--- src/rtl/wb_arbiter2.sv ---
// Two-master, one-slave arbiter for the pipelined Wishbone bus. Grants are held
// per packet and outstanding transfers are counted so every ack reaches its issuer.
module wb_arbiter2 #(
  parameter int OUTW = 4,
  parameter bit FAIR = 1'b1
) (
  input  logic        clk_i,
  input  logic        rst_i,
  input  logic        m0_cyc,
  input  logic        m0_stb,
  input  logic        m0_we,
  input  logic [31:0] m0_adr,
  input  logic [3:0]  m0_sel,
  input  logic [31:0] m0_dat_o,
  output logic        m0_ack,
  output logic        m0_stall,
  output logic [31:0] m0_dat_i,
  input  logic        m1_cyc,
  input  logic        m1_stb,
  input  logic        m1_we,
  input  logic [31:0] m1_adr,
  input  logic [3:0]  m1_sel,
  input  logic [31:0] m1_dat_o,
  output logic        m1_ack,
  output logic        m1_stall,
  output logic [31:0] m1_dat_i,
  output logic        s_cyc,
  output logic        s_stb,
  output logic        s_we,
  output logic [31:0] s_adr,
  output logic [3:0]  s_sel,
  output logic [31:0] s_dat_o,
  input  logic        s_ack,
  input  logic        s_stall,
  input  logic [31:0] s_dat_i,
  output logic [1:0]  owner
);

  typedef enum logic [1:0] {S_IDLE, S_M0, S_M1, S_DRAIN} state_e;

  state_e          state_q, state_d;
  logic [OUTW-1:0] count_q, count_d;
  logic            last_m1_q, last_m1_d;
  logic            drain_m1_q, drain_m1_d;

  logic        own_m0, own_m1, active;
  logic        sel_cyc, sel_stb, sel_we;
  logic [31:0] sel_adr, sel_dat;
  logic [3:0]  sel_sel;
  logic        cnt_full, stb_fwd, accept, ack_valid;

  // Ownership covers both the active grant and the drain phase.
  assign own_m0 = (state_q == S_M0) || ((state_q == S_DRAIN) && !drain_m1_q);
  assign own_m1 = (state_q == S_M1) || ((state_q == S_DRAIN) &&  drain_m1_q);
  assign active = (state_q == S_M0) || (state_q == S_M1);

  // NOTE: every always_comb output gets a default first so no latch is inferred.
  always_comb begin
    sel_cyc = 1'b0;
    sel_stb = 1'b0;
    sel_we  = 1'b0;
    sel_adr = '0;
    sel_sel = '0;
    sel_dat = '0;
    if (state_q == S_M0) begin
      sel_cyc = m0_cyc;
      sel_stb = m0_stb;
      sel_we  = m0_we;
      sel_adr = m0_adr;
      sel_sel = m0_sel;
      sel_dat = m0_dat_o;
    end else if (state_q == S_M1) begin
      sel_cyc = m1_cyc;
      sel_stb = m1_stb;
      sel_we  = m1_we;
      sel_adr = m1_adr;
      sel_sel = m1_sel;
      sel_dat = m1_dat_o;
    end
  end

  assign cnt_full  = (count_q == {OUTW{1'b1}});
  assign stb_fwd   = sel_cyc & sel_stb & ~cnt_full;
  assign accept    = stb_fwd & ~s_stall;
  // An ack with nothing outstanding is a slave protocol error and is swallowed.
  assign ack_valid = s_ack & (count_q != '0);

  always_comb begin
    count_d = count_q;
    case ({accept, ack_valid})
      2'b10:   count_d = count_q + OUTW'(1);
      2'b01:   count_d = count_q - OUTW'(1);
      default: count_d = count_q;
    endcase
  end

  always_comb begin
    state_d    = state_q;
    last_m1_d  = last_m1_q;
    drain_m1_d = drain_m1_q;
    case (state_q)
      S_IDLE: begin
        if (m0_cyc && m1_cyc)  state_d = (FAIR && last_m1_q) ? S_M0 : S_M1;
        else if (m0_cyc)       state_d = S_M0;
        else if (m1_cyc)       state_d = S_M1;
      end
      S_M0, S_M1: begin
        if (!sel_cyc) begin
          if (count_d == '0) begin
            state_d   = S_IDLE;
            last_m1_d = (state_q == S_M1);
          end else begin
            state_d    = S_DRAIN;
            drain_m1_d = (state_q == S_M1);
          end
        end
      end
      S_DRAIN: begin
        if (count_d == '0) begin
          state_d   = S_IDLE;
          last_m1_d = drain_m1_q;
        end
      end
      default: state_d = S_IDLE;
    endcase
  end

  // NOTE: sequential state uses non-blocking assignments; reset is synchronous.
  always_ff @(posedge clk_i) begin
    if (rst_i) begin
      state_q    <= S_IDLE;
      count_q    <= '0;
      last_m1_q  <= 1'b1;
      drain_m1_q <= 1'b0;
    end else begin
      state_q    <= state_d;
      count_q    <= count_d;
      last_m1_q  <= last_m1_d;
      drain_m1_q <= drain_m1_d;
    end
  end

  // The slave keeps cyc while anything is outstanding, including during drain.
  assign s_cyc   = sel_cyc | (count_q != '0);
  assign s_stb   = stb_fwd;
  assign s_we    = sel_we;
  assign s_adr   = sel_adr;
  assign s_sel   = sel_sel;
  assign s_dat_o = sel_dat;

  assign m0_ack   = own_m0 & ack_valid;
  assign m1_ack   = own_m1 & ack_valid;
  assign m0_dat_i = own_m0 ? s_dat_i : '0;
  assign m1_dat_i = own_m1 ? s_dat_i : '0;
  assign m0_stall = (state_q != S_M0) | s_stall | cnt_full;
  assign m1_stall = (state_q != S_M1) | s_stall | cnt_full;
  assign owner    = {own_m1, own_m0};

  logic unused_active;
  assign unused_active = active;

endmodule

--- config.mk ---
export PLATFORM = sky130hd
export DESIGN_NAME = wb_arbiter2
export DESIGN_NICKNAME = d
export VERILOG_FILES = /design/src/rtl/wb_arbiter2.sv
export SDC_FILE = /design/constraint.sdc
export NUM_CORES = 1
export LEC_CHECK = 0
export CORE_AREA = 2 2 123 125
export DETAILED_ROUTE_END_ITERATION = 8
export DIE_AREA = 0 0 125 127
export PLACE_DENSITY_LB_ADDON = 0.2
export SKIP_LAST_GASP = 1
export SYNTH_ARGS = -nofsm -noshare
export SYNTH_HDL_FRONTEND = slang
export SYNTH_SLANG_ARGS = --single-unit
--- constraint.sdc ---
create_clock -name clk_i -period 6.4 [get_ports clk_i]
set_clock_uncertainty 0.15 [all_clocks]
set_input_delay 1.28 -clock clk_i [delete_from_list [all_inputs] [get_ports clk_i]]
set_output_delay 1.28 -clock clk_i [all_outputs]
set_load 0.01 [all_outputs]
# Yosys cells after proc, flatten, opt, wreduce, memory -nomap -nowiden
# Cells that the tools add are included.
[word_totals]
output_inout_bits = 141
regBits = 8
in_bits = 178
[classes]
n_addsub = 2
mux = 27
eq_ne = 12
reduce_logical = 14
n_bitwise = 15
[op_table]
columns = ["cell", "n"]
rows = [
  ["$mux 32", 6],
  ["$mux 2", 7],
  ["$mux 1", 9],
  ["$mux 4", 2],
  ["$pmux 4 s2", 1],
  ["$and 1x1->1", 6],
  ["$eq 2x2->1 const B", 3],
  ["$ne 2x2->1 const B", 3],
  ["$pmux 2 s3", 1],
  ["$reduce_and 3->1", 2],
  ["$or 1x1->1", 5],
  ["$add 4x1->4 const B", 1],
  ["$eq 2x1->1 const B", 2],
  ["$eq 4x4->1 const B", 1],
  ["$logic_not 4->1", 1],
  ["$ne 2x1->1 const B", 2],
  ["$ne 4x4->1 const B", 1],
  ["$not 1->1", 4],
  ["$reduce_and 4->1", 1],
  ["$reduce_bool 4->1", 1],
  ["$sub 4x1->4 const B", 1],
  ["$logic_and 1x1->1", 3],
  ["$logic_not 2->1", 1],
  ["$logic_or 1x1->1", 2],
  ["4 further kinds", 4],
]

# Longest topological paths before layout
# Gate-level depths: netlist of run 1.
[logic_depth]
word_depth = 12
depth_mapped = 16
ltp_nobuf = 15

# Worst setup path after synthesis of run 1
# OpenSTA, ideal clock, no wires.
[synth_path]
path_type = "input -> register"
start = "input port m1_cyc"
end = "register state_q[1]"
path_slack_ps = 2300
arrival_ps = 3855
required_ps = 6154
setup_ps = 96
stages = 13
n_path_buf = 0
cell_sequence = "nand2_1 o21a_1 nor3_1 nand2b_1 ha_1 xor2_1 ha_1 nor3b_1 o21ai_0 mux2i_4 a31oi_1 or2_1 o41ai_2"
[synth_between]
elab_chain_len = 11
word_cells_on_any_way = 18
cone_classes = "eq/ne: 5; mux: 7; bitwise: 3; reduce/logical: 3"
[synth_lines]
columns = ["element", "line", "source"]
rows = [
  ["start: declaration", "18", "input logic m1_cyc,"],
  ["$mux 1 (*)", "72", "end else if (state_q == S_M1) begin"],
  ["$mux 1 (*)", "65", "if (state_q == S_M0) begin"],
  ["$and 1x1->1 (*) (2 in series)", "83", "assign stb_fwd = sel_cyc & sel_stb & ~cnt_full;"],
  ["via s_stb", "28", "output logic s_stb,"],
  ["$and 1x1->1 (*)", "84", "assign accept = stb_fwd & ~s_stall;"],
  ["$eq 2x1->1 / $eq 2x2->1 (equally long branches)", "90", "case ({accept, ack_valid})"],
  ["$pmux 4 s2 (*)", "90", ""],
  ["$logic_not 4->1 (*)", "109, 119", ""],
  ["$mux 2", "109", "if (count_d == '0) begin"],
  ["$mux 2", "108", "if (!sel_cyc) begin"],
  ["$pmux 2 s3", "101", "case (state_q)"],
  ["end signal: assignment", "136", "state_q <= state_d;"],
  ["end: declaration", "41", "state_e state_q, state_d;"],
]
# Mark *: on every way through the listed nets, which the timed path passes. The rest lies on a longest branch. The select of a mux whose other input is x is not followed.
# A chain may end at the register's enable or synchronous reset.

# Worst setup path after layout of run 1
[layout_path]
start = "input port m1_cyc"
end = "register state_q[0]"
[layout_between]
elab_chain_len = 11
word_cells_on_any_way = 18
cone_classes = "eq/ne: 5; mux: 7; bitwise: 3; reduce/logical: 3"
[layout_lines]
columns = ["element", "line"]
rows = [
  ["$mux 1", "72"],
  ["$mux 1", "65"],
  ["$and 1x1->1 (2 in series)", "83"],
  ["$and 1x1->1", "84"],
  ["$eq 2x1->1 / $eq 2x2->1 (equally long branches)", "90"],
  ["$pmux 4 s2", "90"],
  ["$logic_not 4->1", "109, 119"],
  ["$mux 2", "109"],
  ["$mux 2", "108"],
  ["$pmux 2 s3", "101"],
]
# Several ways; a longest one is shown, not always the timed one. The select of a mux whose other input is x is not followed.

==> run summary, run 1 <==
Status: finished clean
Vias in the first global route: 3,347
Yosys top cell area share: 31.97%
CTS Buf Count: 3
Reg clk slew, reported paths: 0.04 ns
Crit-path max FO: 6
Root Buffer: clkbuf_16
Area contributors post-synth: a22o_1 32%, nor2b_1 22%, dfxtp_1 8.5%
Hold Crit Class: reg2reg
Total power: 1.643 mW
Final HPWL DP: 10.57 mm
Grt ovf: 0
Die W: 125 um
Starting Density: 13.11%
CTS tree: built
Area growth, synth to finish: 180.6%
Clock latency on the worst-skew pair: 0.23 ns
Syn nets: 443
Total track usage: 14.90%
Util after Layout: 36.78%
Arr. time, crit path: 4.52 ns
Slew @ Worst Pin: 0.7262 ns
Routed vias: 3,177
Initial antenna violation count: 0
DP Cell Count: 736
# rows: 44
CTS Hold Bufs: 0
Crit path time final: 4.573 ns
Setup total negative slack: 0 ns
ANT cells: 0
DRC: 0
Normalized max-slew margin: 51.59%
Endpoints failing hold: 0
Mapped cell area: 1891 um^2
Largest net degree at the start of global routing: 71
Syn avg cell area: 7.356 um^2
# setup viols final: 0
CP endpoint kind: register
Max stage delay cell, worst path: clkdlybuf4s50_1
Detail Route Antenna Nets: 0
CP max stage delay: 0.51 ns
Worst VDD drop: 0.1338 mV
Unrepaired setup endpoints after global routing: false
Crit path cell chain: clkdlybuf4s50_1, nand2_1, o21a_1, nor3_1, nand2b_1, ha_1, xor2_1, ha_1, nor3b_1, o21ai_0, mux2i_4, a31oi_1, a2111oi_0, a211oi_1
Share of post-route cells with drive strength above 1: 3.423%
Post-synth top cells: 69 x a22o_1, 66 x nor2b_1, 21 x clkbuf_1
Synth area leader: a22o_1
Pleak: 1.934 nW
Die Area: 15,880 um^2
Fmax: 218.7 MHz
Core Area: 14,420 um^2
Max Cap Viol: 0
Vias/cell: 4.299
Initial DRC count: 88
Layout Cells excl Fill: 739
Post-synthesis cell type count: 38
Final period util: 71.45%
Post-synthesis instance total: 257
DIE HEIGHT: 127 um
CTS max path bufs: 2
Most used DFF post-synth: dfxtp_1
Most frequent cell after synthesis: a22o_1
RePlAce Congestion: 0.8683
# nets final: 743
Synth Register Bits: 8
Fillers: 1,499
WL/cell: 17.34 um
Crit path required time: 6.35 ns
Post-synth ARST share: 0%
WL final: 12.81 mm
Setup CP Type: in2reg
Synthesis Warnings: 0
Pins Over Slew Limit: 0
Post-synth EDFFs: 0
Crit path launch type: primary input
Number of buffers added on ports: 318
Cell Pwr Density: 309.8 nW/um^2
Post-CTS setup buffer count: 0
First-pass GRT wire length: 18.92 mm
Num ports: 319
CTS Sinks: 8
Register area share after synthesis: 8.471%
Pre-antenna DRT Iters: 4
Most used cell, CP: ha_1
# H-tree levels: 1
Post-cts gate resize count: 0
metal layers:
| metal | global-route usage, % | up-vias | part of all wire, % |
|---|---|---|---|
| met3 | 5.821 | 6 | 11 |
| met2 | 27.33 | 200 | 50 |
| met5 | 0 | - | 0 |
| met4 | 2.157 | 0 | 1.2 |
| met1 | 16.69 | 1440 | 38 |
| li1 | - | 1531 | - |
kinds of logic after synthesis:
family	synth area share [%]
compound gates	40.97
xor+xnor	1.390
fa+ha+maj	5.295
buf+inv	8.538
flops	8.471
mux	3.574
simple gates	31.77
worst max-delay path: cells and delay by family:
family / cells / cell delay, ns
buf+inv: 1 / 0.51
fa+ha+maj: 2 / 0.60
compound gates: 5 / 1.05
simple gates: 4 / 0.67
xor+xnor: 1 / 0.18
mux: 1 / 0.23
stage by stage:
| stage | setup slack, ns | hold slack, ns | area, um^2 |
|---|---|---|---|
| after detailed placement | 1.660 | 0.3376 | 5230 |
| final | 1.828 | 0.3459 | 5305 |
| after CTS | 1.871 | 0.3464 | 5305 |
| after global routing | 1.573 | 0.4023 | 5305 |
| after global placement | 1.742 | 0.3332 | 5230 |
| after floorplan | 2.300 | 0.3104 | 1891 |
sequential cells by signal (all words and copies together) (netlist names):
register and flops:
state_q 2, count_q 4, drain_m1_q 1, last_m1_q 1
where the power goes:
| group | total (mW) | switching (mW) | internal, mW |
|---|---|---|---|
| clock | 0.106 | 0.0251 | 0.0806 |
| combinational | 1.47 | 0.664 | 0.805 |
| sequential | 0.0683 | 0.00815 | 0.0601 |
area by class of cell:
type | instances | area [um^2] | area share [%]
clock buffer | 3 | 75.07 | 1.415
multi-input combinational | 211 | 1585 | 29.88
tap | 184 | 230.2 | 4.340
timing repair buffer | 322 | 3213 | 60.57
inverter | 11 | 41.29 | 0.7783
sequential | 8 | 160.2 | 3.019
final timing paths:
check	to	depth (start not counted)	startpoint	slack (ns)
worst min register to register	drain_m1_q	2	drain_m1_q	0.35
worst min-delay path	drain_m1_q	2	drain_m1_q	0.35
worst max register to register	state_q[0]	15	state_q[1]	1.99
worst max-delay path	state_q[0]	14	m1_cyc	1.83
cell usage in the layout (no fill, tap or decap), types with 3 or more instances in the layout:
master,Yosys,layout
mux2i_1,3,3
nand2_1,7,7
clkdlybuf4s50_1,0,318
nor2b_1,66,65
inv_1,11,11
nor3b_1,3,3
o21ai_0,5,5
dfxtp_1,8,8
clkbuf_16,0,3
a22o_1,69,69
nor2_1,18,17
buf_4,3,4
ha_1,8,7
Power figures use the tool's default switching activity.
==> run 2, diff against run 1 <==
--- a/config.mk
+++ b/config.mk
@@ -5,9 +5,9 @@
 export SDC_FILE = /design/constraint.sdc
 export NUM_CORES = 1
 export LEC_CHECK = 0
-export CORE_AREA = 2 2 123 125
+export CORE_AREA = 2 2 124 126
 export DETAILED_ROUTE_END_ITERATION = 8
-export DIE_AREA = 0 0 125 127
+export DIE_AREA = 0 0 126 128
 export PLACE_DENSITY_LB_ADDON = 0.2
 export SKIP_LAST_GASP = 1
 export SYNTH_ARGS = -nofsm -noshare
==> constraint.sdc (replaced) <==
create_clock -name clk_i -period 4.4 [get_ports clk_i]
set_clock_uncertainty 0.15 [all_clocks]
set_input_delay 0.88 -clock clk_i [delete_from_list [all_inputs] [get_ports clk_i]]
set_output_delay 0.88 -clock clk_i [all_outputs]
set_load 0.01 [all_outputs]
==> run 2 against run 1 <==
Net effect:
- via count increased by 0.41%
- clock power increased by 42%
- flip-flop and latch count unchanged
- worst hold slack improved by 0.0039 ns
- sequential power increased by 46%
- total power increased by 46%
- worst setup slack got worse by 1.6 ns
- sequential share of layout area about the same
- global-route usage decreased by 0.60 points
- count of clock-buffer cells in the layout unchanged
- non-clock buffer count increased by 1
- critical path type unchanged
- critical endpoint unchanged
- largest cell class unchanged
==> run summary, run 2 (synthesized netlist as in run 1, its figures left out) <==
Hold Crit Class: reg2reg
Fmax: 242.5 MHz
Reg2reg path depth: 15 (unchanged)
Pins Over Slew Limit: 0 (unchanged)
Final setup margin: 0.2755 ns (-1.552 ns)
Root Buffer: clkbuf_16
R2r setup slk: 0.56 ns (-1.43 ns)
Setup CP Type: in2reg
RePlAce Congestion: 0.8240 (-5.1%)
Endpoints failing hold: 0 (unchanged)
Die Area: 16,130 um^2 (+1.6%)
Unrepaired setup endpoints after global routing: false
Share of post-route cells with drive strength above 1: 3.597% (+0.17 points)
Die W: 126 um (+0.80%)
Cell Pwr Density: 450.8 nW/um^2 (+46%)
Detail Route Antenna Nets: 0 (unchanged)
Post-CTS setup buffer count: 0 (unchanged)
Worst setup path endpoint: state_q[0]
Final period util: 93.74%
Area growth, synth to finish: 181.3%
Worst R2R End: state_q[0]
Total power: 2.397 mW (+46%)
Status: finished clean
Largest net degree at the start of global routing: 70 (-1.4%)
Starting Density: 12.72% (-0.39 points)
CTS Hold Bufs: 0 (unchanged)
Num ports: 319 (unchanged)
CTS Sinks: 8 (unchanged)
Setup total negative slack: 0 ns (unchanged)
Final HPWL DP: 10.44 mm (-1.2%)
Grt ovf: 0 (unchanged)
Crit path time final: 4.124 ns
# setup viols final: 0 (unchanged)
Clock latency on the worst-skew pair: 0.23 ns (about the same)
Largest regs: count_q x4, state_q x2
WL/cell: 16.97 um (-2.1%)
DIE HEIGHT: 128 um (+0.79%)
Number of buffers added on ports: 318 (unchanged)
WL final: 12.63 mm (-1.5%)
Max Cap Viol: 0 (unchanged)
Pre-CTS setup slack: 0.05010 ns (-1.610 ns)
CP startpoint: m1_cyc
Initial DRC count: 130 (+48%)
Routed vias: 3,190 (+0.41%)
Arr. time, crit path: 4.07 ns (-0.45 ns)
# H-tree levels: 1 (unchanged)
Biggest register: count_q
DRC: 0 (unchanged)
CTS tree: built
Slew @ Worst Pin: 0.7278 ns (+0.001594 ns)
CTS max path bufs: 2 (unchanged)
Most common cell after layout, fill and taps aside: clkdlybuf4s50_1
Vias in the first global route: 3,232 (-3.4%)
Util after Layout: 35.77% (-1.0 points)
Crit path required time: 4.34 ns (-2.01 ns)
Most frequent cells in the layout: 318 x clkdlybuf4s50_1, 69 x a22o_1, 65 x nor2b_1
CTS Buf Count: 3 (unchanged)
Max reg flops: 4 (unchanged)
Core Area: 14,860 um^2 (+3.1%)
Min Hold Slack: 0.3498 ns (+0.003882 ns)
Post-cts gate resize count: 0 (unchanged)
# nets final: 744 (+0.13%)
RR Startpoint: state_q[0]
Pleak: 1.939 nW (+0.23%)
Normalized max-slew margin: 51.48% (-0.11 points)
Pre-antenna DRT Iters: 4 (unchanged)
Initial antenna violation count: 0 (unchanged)
Crit-path max FO: 6 (unchanged)
CP endpoint kind: register
Worst VDD drop: 0.1821 mV (+36%)
Vias/cell: 4.288 (-0.27%)
Reg clk slew, reported paths: 0.04 ns (about the same)
Crit path launch type: primary input
First-pass GRT wire length: 18.40 mm (-2.8%)
ANT cells: 0 (unchanged)
Total track usage: 14.30% (-0.60 points)
# rows: 45 (+2.3%)
run 2: where the power goes:
| part | internal, mW | switching, mW |
|---|---|---|
| Sequential | 0.0875 | 0.0124 |
| Combinational | 1.18 | 0.969 |
| Clock | 0.117 | 0.0335 |
run 2: worst max-delay path, cell delays in order:
cell and delay (ns):
clkdlybuf4s50_1 0.51, nand2_1 0.08, o21a_1 0.21, nor3_1 0.20
nand2b_1 0.13, ha_1 0.28, xor2_1 0.16, ha_1 0.30
nor3b_1 0.25, o21ai_0 0.17, mux2i_4 0.23, a31oi_1 0.13
a2111oi_0 0.44, a211oi_1 0.10
run 2: layout make-up:
class,instances,area (um^2)
inverter,11,41.29
timing repair buffer,323,3221
multi-input combinational,211,1585
sequential,8,160.2
clock buffer,3,75.07
fill,1538,9547
tap,188,235.2
run 2: worst min path at each step:
stage / startpoint / slack, ns / to / cells past startpoint
2_1_floorplan: drain_m1_q / 0.31 / drain_m1_q / 2
3_3_place_gp: drain_m1_q / 0.34 / drain_m1_q / 2
3_5_place_dp: drain_m1_q / 0.35 / drain_m1_q / 2
4_1_cts: drain_m1_q / 0.36 / drain_m1_q / 2
5_1_grt: drain_m1_q / 0.40 / drain_m1_q / 2
6_report: drain_m1_q / 0.35 / drain_m1_q / 2
run 2: layer usage:
layer	routed length [um]	track usage, %	vias to the layer above
met3	1476	6.302	2
li1	-	-	1533
met1	4891	16.78	1461
met4	19	0.5818	0
met5	0	0	-
met2	6238	25.43	194
run 2: stage by stage:
step                instances  area (um^2)
finish                    744         5318
global route              744         5318
CTS                       744         5318
detailed placement        741         5243
global placement          741         5243
floorplan                 257         1891
